<file path="src/rtl/serial_sum_collector.sv">
// Collects LSB-first sum bits from a serial adder into WIDTH-bit words plus carry-out.
// result_valid rises one cycle after the last bit. Bits arriving while a word is held without a handshake are dropped and flagged.
module serial_sum_collector #(
  parameter int WIDTH = 8
) (
  input  logic             clk,
  input  logic             rst_n,
  input  logic             bit_valid,
  input  logic             frame_start,
  input  logic             sum_in,
  input  logic             carry_in,
  input  logic             result_ready,
  output logic [WIDTH-1:0] result,
  output logic             cout,
  output logic             result_valid,
  output logic             busy,
  output logic             frame_err
);

  localparam int            CW   = $clog2(WIDTH + 1);
  localparam logic [CW-1:0] LAST = CW'(WIDTH);

  typedef enum logic [1:0] {
    IDLE    = 2'd0,
    COLLECT = 2'd1,
    HOLD    = 2'd2
  } state_t;

  state_t           r_state;
  state_t           w_state_nxt;
  logic [CW-1:0]    r_count;
  logic [CW-1:0]    w_count_nxt;
  logic [CW-1:0]    w_count_inc;
  logic [WIDTH-1:0] r_sr;
  logic [WIDTH-1:0] w_sr_nxt;
  logic [WIDTH-1:0] r_result;
  logic [WIDTH-1:0] w_result_nxt;
  logic             r_cout;
  logic             w_cout_nxt;
  logic             r_frame_err;
  logic             w_frame_err_nxt;
  logic [WIDTH-1:0] w_shift;
  logic [WIDTH-1:0] w_first;
  logic             w_start;
  logic             w_take_first;

  // New bit enters at the MSB so the first bit of a frame ends up in bit 0.
  generate
    if (WIDTH == 1) begin : g_w1
      assign w_shift = sum_in;
    end else begin : g_wn
      assign w_shift = {sum_in, r_sr[WIDTH-1:1]};
    end
  endgenerate

  // A fresh frame starts from an empty register so no stale partial bits survive.
  assign w_first     = WIDTH'(sum_in) << (WIDTH - 1);
  assign w_start     = bit_valid && frame_start;
  assign w_count_inc = r_count + CW'(1);

  always_comb begin
    w_state_nxt     = r_state;
    w_count_nxt     = r_count;
    w_sr_nxt        = r_sr;
    w_result_nxt    = r_result;
    w_cout_nxt      = r_cout;
    w_frame_err_nxt = 1'b0;
    w_take_first    = 1'b0;

    unique case (r_state)
      IDLE: begin
        if (w_start) begin
          w_take_first = 1'b1;
        end else if (bit_valid) begin
          w_frame_err_nxt = 1'b1;
        end
      end
      COLLECT: begin
        if (w_start) begin
          w_take_first    = 1'b1;
          w_frame_err_nxt = 1'b1;
        end else if (bit_valid) begin
          w_sr_nxt    = w_shift;
          w_count_nxt = w_count_inc;
          if (w_count_inc == LAST) begin
            w_result_nxt = w_shift;
            w_cout_nxt   = carry_in;
            w_state_nxt  = HOLD;
          end
        end
      end
      HOLD: begin
        if (result_ready) begin
          if (w_start) begin
            w_take_first = 1'b1;
          end else begin
            w_state_nxt     = IDLE;
            w_count_nxt     = '0;
            w_frame_err_nxt = bit_valid;
          end
        end else if (bit_valid) begin
          w_frame_err_nxt = 1'b1;
        end
      end
      default: begin
        w_state_nxt = IDLE;
        w_count_nxt = '0;
      end
    endcase

    if (w_take_first) begin
      w_sr_nxt    = w_first;
      w_count_nxt = CW'(1);
      if (LAST == CW'(1)) begin
        w_result_nxt = w_first;
        w_cout_nxt   = carry_in;
        w_state_nxt  = HOLD;
      end else begin
        w_state_nxt  = COLLECT;
      end
    end
  end

  always_ff @(posedge clk or negedge rst_n) begin
    if (!rst_n) begin
      r_state     <= IDLE;
      r_count     <= '0;
      r_sr        <= '0;
      r_result    <= '0;
      r_cout      <= 1'b0;
      r_frame_err <= 1'b0;
    end else begin
      r_state     <= w_state_nxt;
      r_count     <= w_count_nxt;
      r_sr        <= w_sr_nxt;
      r_result    <= w_result_nxt;
      r_cout      <= w_cout_nxt;
      r_frame_err <= w_frame_err_nxt;
    end
  end

  assign result       = r_result;
  assign cout         = r_cout;
  assign frame_err    = r_frame_err;
  assign result_valid = (r_state == HOLD);
  assign busy         = (r_state == COLLECT);

endmodule
</file>
<file path="config.mk">
export PLATFORM = sky130hd
export DESIGN_NAME = serial_sum_collector
export DESIGN_NICKNAME = d
export VERILOG_FILES = /design/src/rtl/serial_sum_collector.sv
export SDC_FILE = /design/constraint.sdc
export NUM_CORES = 1
export LEC_CHECK = 0
export CORE_MARGIN = 3
export CORE_UTILIZATION = 57
export CTS_BUF_LIST = sky130_fd_sc_hd__clkbuf_2 sky130_fd_sc_hd__clkbuf_4 sky130_fd_sc_hd__clkbuf_8
export CTS_CLUSTER_DIAMETER = 120
export DETAILED_ROUTE_END_ITERATION = 6
export PLACE_DENSITY = 0.83
export SYNTH_ARGS = -nofsm -noshare
export SYNTH_HDL_FRONTEND = slang
export SYNTH_SLANG_ARGS = --single-unit
</file>
<file path="constraint.sdc">
create_clock -name clk -period 2.3 [get_ports clk]
set_input_delay 0.23 -clock clk [delete_from_list [all_inputs] [get_ports clk]]
set_output_delay 0.23 -clock clk [all_outputs]
set_load 0.05 [all_outputs]
</file>
==> results of run 1 <==
layout by cell type (no fill, tap or decap):
cell type,n
nand4_4,1
a21oi_1,4
mux2_2,11
a32o_1,1
a21o_1,2
buf_4,1
clkdlybuf4s50_1,18
nand2_1,5
a22o_1,8
ha_1,1
clkbuf_4,3
nand3_1,1
nor2_1,2
nor2b_4,1
nor2b_1,1
o21ai_0,3
clkinv_2,1
nand2b_1,3
and2b_1,1
o2bb2ai_1,1
and3_1,1
xnor2_1,2
dfrtp_1,23
inv_1,3
a41o_1,1
o22ai_1,1
Yosys cell counts:
cell / number
a21o_1: 2
a21oi_1: 4
a22o_1: 8
a32o_1: 1
a41o_1: 1
and2b_1: 1
and3_1: 1
buf_2: 1
buf_6: 1
dfrtp_1: 23
ha_1: 1
inv_1: 3
mux2_2: 11
nand2_1: 5
nand2b_1: 3
nand3_1: 1
nand4_4: 1
nor2_1: 2
nor2b_1: 1
nor2b_4: 1
o21ai_0: 3
o22ai_1: 1
o2bb2ai_1: 1
xnor2_1: 2
worst register-to-register path: stages (launching register included):
cell,delay (ps)
dfrtp_1,490
nor2b_4,220
and3_1,400
nand4_4,250
mux2_2,340
sequential cells by signal, indices dropped and copies added (netlist names):
signal     cells
frame_err      1
cout           1
r_count        4
result         8
r_sr           7
r_state        2
path summary, 6_finish.rpt:
| kind | depth (start not counted) | to | from |
|---|---|---|---|
| max | 2 | busy | r_state[0] |
| min | 2 | frame_err | rst_n |
| min in group clk | 1 | result[1] | result[1] |
| max reg2reg | 4 | result[4] | r_state[0] |
| min reg2reg | 1 | result[1] | result[1] |
| max in group asynchronous | 2 | result[1] | rst_n |
layer usage:
layer	up-vias	track usage	wire length, um
met4	0	0.113	34
met1	326	0.234	829
li1	326	-	-
met2	14	0.271	869
met3	4	0.0258	47
met5	-	0	0
cell families (layout without fill, tap and decap cells):
logic type | Yosys count | after routing | synth area share
AOI/OAI and AO/OA | 21 | 21 | 0.153
xor gates and xnor gates | 2 | 2 | 0.0172
adders and majority gates | 1 | 1 | 0.0123
buffers and inverters | 5 | 26 | 0.0271
DFF | 23 | 23 | 0.566
muxes | 11 | 11 | 0.122
and+or+nand+nor | 16 | 16 | 0.103
cell type report:
class,count,area (sq um)
fill,97,348
multi-input combinational,51,414
timing repair buffer,19,188
clock buffer,3,22.5
sequential,23,576
inverter,3,11.3
clock inverter,1,5.00
tap,24,30.0
power breakdown:
part	leakage, nW	switching, mW	internal [mW]	total [mW]
sequential	0.304	0.0501	0.452	0.502
clock	0.0177	0.121	0.0650	0.186
combinational	0.285	0.146	0.112	0.259
total	0.607	0.318	0.630	0.948
==> run metrics, run 1 <==
combined area of all synthesized cells=between 1000 and 1500 sq um; final global-route overflow total=0; Synthesized Nets=87; achievable clock frequency=0.484 GHz; Clock Sink Count=23; Port-buffer cells=18; clock period minus final worst setup slack=around 2100 ps; syn avg cell area=12.9 sq um; yosys warns=0; Post-Route Setup TNS=0 ps; ranking of synthesized cells by area=dfrtp_1 57%, mux2_2 12%, a22o_1 6.9%, nand4_4 2.1%, a21oi_1 2.0%; deepest clock path buffer count=2; PnR worst setup slack=233 ps; Design Area, Final=approximately 1200 sq um; antenna violations before repair=0; Initial Utilization=0.638; Setup Crit Path Kind=register to primary output; detailed placer's ending HPWL=1340 um; headroom to the max-slew limit=0.666; post-DR wirelength/cell=14.4 um; post-detailed-placement cell area=1220 sq um; Antenna Nets Post-Route=0; peak supply drop=about 0.55 mV; share of layout cells above drive strength 1=0.180; largest area contributor in the synthesized netlist=dfrtp_1; # hold bufs at CTS=0; final hold violation count=0; detailed-route DRC error count=0; via-per-instance ratio=~5.4; Rows=14; transition at the pin with the smallest max-transition slack=499 ps; clock network latency to the later pin of the worst-skew pair=around 310 ps; number of buffers inserted during clock tree synthesis=3; number of DRC markers after the initial detailed-route iteration=23; ANT cells=0; Startpoint Class=register; vias after detailed routing=670; skew final=between 2 and 2.5 ps; category of the worst setup path capture point=primary output; Syn-to-layout area delta=22.5%; Gate Count Post-Synth=79; die area=around 2300 sq um; number of buffers and inverters on the critical path=1; Synth Register Bits=23; total iterations of the first detailed-routing run=4; class of the tightest hold or removal check=input port to async pin; global-route wire length before repair=2880 um; static power due to leakage=0.607 nW; number of top-level pins=19; kind of cell adding the most delay to the critical path=buffers and inverters; pre-CTS setup slack=341 ps; Placed Cells incl. Taps=120; number of distinct library cells after synthesis=24; height of the die=48.2 um; slowest stage cell on the critical path=clkdlybuf4s50_1; count of placed standard cells in the final layout, fillers left out=124; status=completed; number of maximum-capacitance constraint violations=0; fraction of the yosys area taken by sequential cells=0.566; Required @ worst endpoint=2070 ps; die span in x=48.2 um; Core ar.=1590 sq um; RSZ-0062 raised after global routing=no; stage delay of the slowest cell on the critical path=810 ps; Reg clk slew, reported paths=120 ps; largest driver fanout on the critical path=8; areal power density over the cells=about 760 nW/um^2; post-CTS setup-driven buffer insertion count=0; Total Routing Usage GR=0.177; CTS tree=built; final WL=1780 um; number of H-tree levels=1; Slew Limit Fails=0; via count of the first global-routing pass=between 600 and 700; sequence of cells on the critical path=nor2b_4 -> clkdlybuf4s50_1; Fin Hold WS=around 250 ps; Register-to-Register Setup Slack=500 ps; Tot Pwr=0.948 mW; top cell type's share of synthesized area=0.566; Final setup violation count=0; Worst EP arrival=1840 ps; RD Place Congestion=approximately 0.81; pin count of the biggest net entering global routing=24; post-layout utilization of the core=0.782; root buffer cell=clkbuf_4; CTS resizes=0; Period Utilization, post-route=0.898; total number of nets in the final design=109
No activity file was read; power rests on OpenSTA's default activity.
==> run 2: changes to the inputs <==
- HOLD_SLACK_MARGIN: default -> 0.06
- PLACE_DENSITY: 0.83 -> 0.86
==> run 2 against run 1 <==
Core utilization grew 0.16 points. Clock power grew 5%. Hold slack gained 6.2 ps. Power grew 1.6%. Sequential power is essentially flat. First-iteration DRC count grew 17%. Critical path depth is the same. Die area is the same. Clock-buffer cell count grew 1. Non-clock buffer count is the same. Highest routed layer unchanged.
==> run metrics, run 2 (synthesis gave the netlist of run 1 again) <==
pin count of the biggest net entering global routing=24 (unchanged); Tot Pwr=0.963 mW (+1.6%); transition at the pin with the smallest max-transition slack=510 ps (+10.7 ps); Syn-to-layout area delta=22.8%; CTS tree=built; Setup Crit Path Kind=register to primary output; total length of routed met3 wires=122 um (+160%); Required @ worst endpoint=2070 ps (about the same); total number of nets in the final design=109 (unchanged); Startpoint Class=register; number of top-level pins=19 (unchanged); Net Sw Power=0.318 mW (+0.17%); Clock Sink Count=23 (unchanged); via-per-instance ratio=5.40 (unchanged); sequential cell fraction of total power=0.523 (-0.007); peak supply drop=0.575 mV (+4.8%); number of fill cells=99 (+2.1%); met2 wire length=780 um (-10%); Placed Cells incl. Taps=120 (unchanged); CTS resizes=0 (unchanged); height of the die=48.2 um (unchanged); number of buffers inserted during clock tree synthesis=3 (unchanged); skew final=2.98 ps (+0.761 ps); Internal=0.644 mW (+2.3%); areal power density over the cells=771 nW/um^2 (+1.4%); category of the worst setup path capture point=primary output; count of placed standard cells in the final layout, fillers left out=124 (unchanged); most common cell after layout, fill and taps aside=dfrtp_1; detailed placer's ending HPWL=1330 um (-0.23%); Reg clk slew, reported paths=120 ps (about the same); post-DR wirelength/cell=14.7 um (+2.2%); Port-buffer cells=18 (unchanged); Final setup violation count=0 (unchanged); clock network latency to the later pin of the worst-skew pair=310 ps (about the same); achievable clock frequency=0.476 GHz (-1.7%); ANT cells=0 (unchanged); RSZ-0062 raised after global routing=no; clock share of power=0.204 (+0.007); Slew Limit Fails=0 (unchanged); RD Place Congestion=0.868 (+7.7%); number of DRC markers after the initial detailed-route iteration=27 (+17%); Period Utilization, post-route=0.914 (+0.0158); met1 WL=897 um (+8.2%); number of maximum-capacitance constraint violations=0 (unchanged); antenna violations before repair=0 (unchanged); Register-to-Register Setup Slack=490 ps (about the same); largest driver fanout on the critical path=8 (unchanged); Design Area, Final=1250 sq um (+0.20%); die area=2330 sq um (unchanged); global-route wire length before repair=2950 um (+2.6%); static power due to leakage=0.608 nW (+0.11%); Core ar.=1590 sq um (unchanged); share of layout cells above drive strength 1=0.180 (unchanged); Multi-input gate area=414 sq um (unchanged); post-CTS setup-driven buffer insertion count=0 (unchanged); fraction of power consumed by combinational cells=0.273 (about the same); headroom to the max-slew limit=0.659 (-0.00712); Worst EP arrival=1870 ps (+30 ps); # hold bufs at CTS=0 (unchanged); number of H-tree levels=1 (unchanged); max FFs per register=8 (unchanged); via count of the first global-routing pass=633 (-5.7%); final global-route overflow total=0 (unchanged); most frequent cells in the layout=23 x dfrtp_1, 18 x clkdlybuf4s50_1, 11 x mux2_2; class of the tightest hold or removal check=input port to async pin; highest layer used for signal routing=met4; deepest clock path buffer count=2 (unchanged); vias after detailed routing=670 (unchanged); proportion of total power due to net switching=0.331 (-0.00475); post-detailed-placement cell area=1220 sq um (unchanged); total iterations of the first detailed-routing run=4 (unchanged); Antenna Nets Post-Route=0 (unchanged); status=completed; Total Routing Usage GR=0.187 (+0.00989); Register Area=576 sq um (unchanged); Initial Utilization=0.638 (unchanged); Post-Route Setup TNS=0 ps (unchanged); clock period minus final worst setup slack=2100 ps (+36.4 ps); final hold violation count=0 (unchanged); Rows=14 (unchanged); root buffer cell=clkbuf_4; final WL=1820 um (+2.2%); detailed-route DRC error count=0 (unchanged); die span in x=48.2 um (unchanged)
-- run 2: cell count changes in the layout (fill, tap and decap cells not counted), sizes merged --
cell    before  now
clkbuf       3    4
clkinv       1    0
-- run 2: metal layers --
layer	vias up	track usage
met2	29	0.260
met3	2	0.0406
met5	-	0
met1	307	0.277
met4	0	0.0860
li1	332	-
-- run 2: metrics by stage --
stage	setup slack [ps]	hold slack [ps]	utilization
after CTS	214	264	0.783
after detailed placement	379	492	0.765
final	197	253	0.783
after global routing	149	288	0.783
after floorplan	534	-65.6	-
after global placement	422	483	0.765
-- run 2: power groups by stage --
stage | combinational [mW] | clock [mW] | sequential [mW]
final | 0.263 | 0.196 | 0.504
after global placement | 0.255 | 0 | 0.508
after detailed placement | 0.260 | 0 | 0.512
after floorplan | 0.122 | 0 | 0.561
after global routing | 0.283 | 0.213 | 0.511
after CTS | 0.262 | 0.200 | 0.503
-- run 2: layout make-up --
| class | instances | share of cell area |
|---|---|---|
| Timing Repair Buffer | 19 | 0.150 |
| Multi-Input combinational cell | 51 | 0.332 |
| Sequential cell | 23 | 0.461 |
| Inverter | 3 | 0.00902 |
| Tap cell | 24 | 0.0240 |
| Clock buffer | 4 | 0.0240 |
-- run 2: path summary, 6_finish.rpt --
path	end	from	depth (start not counted)
max in group asynchronous	result[2]	rst_n	2
hold reg to reg	r_sr[1]	r_sr[1]	1
setup / recovery	busy	r_state[0]	2
hold / removal	r_state[0]	rst_n	2
setup reg to reg	result[3]	r_state[0]	4
min in group clk	r_sr[1]	r_sr[1]	1
-- run 2: worst max-delay path: stages, from the launching register on --
cell and delay [ps]:
dfrtp_1 500, nor2b_4 230, clkdlybuf4s50_1 830
==> run 3: changes to the inputs <==
- HOLD_SLACK_MARGIN: 0.06 -> 0.08
==> results of run 3 <==
Final layout, timing and power as in run 2 (identical DEF).
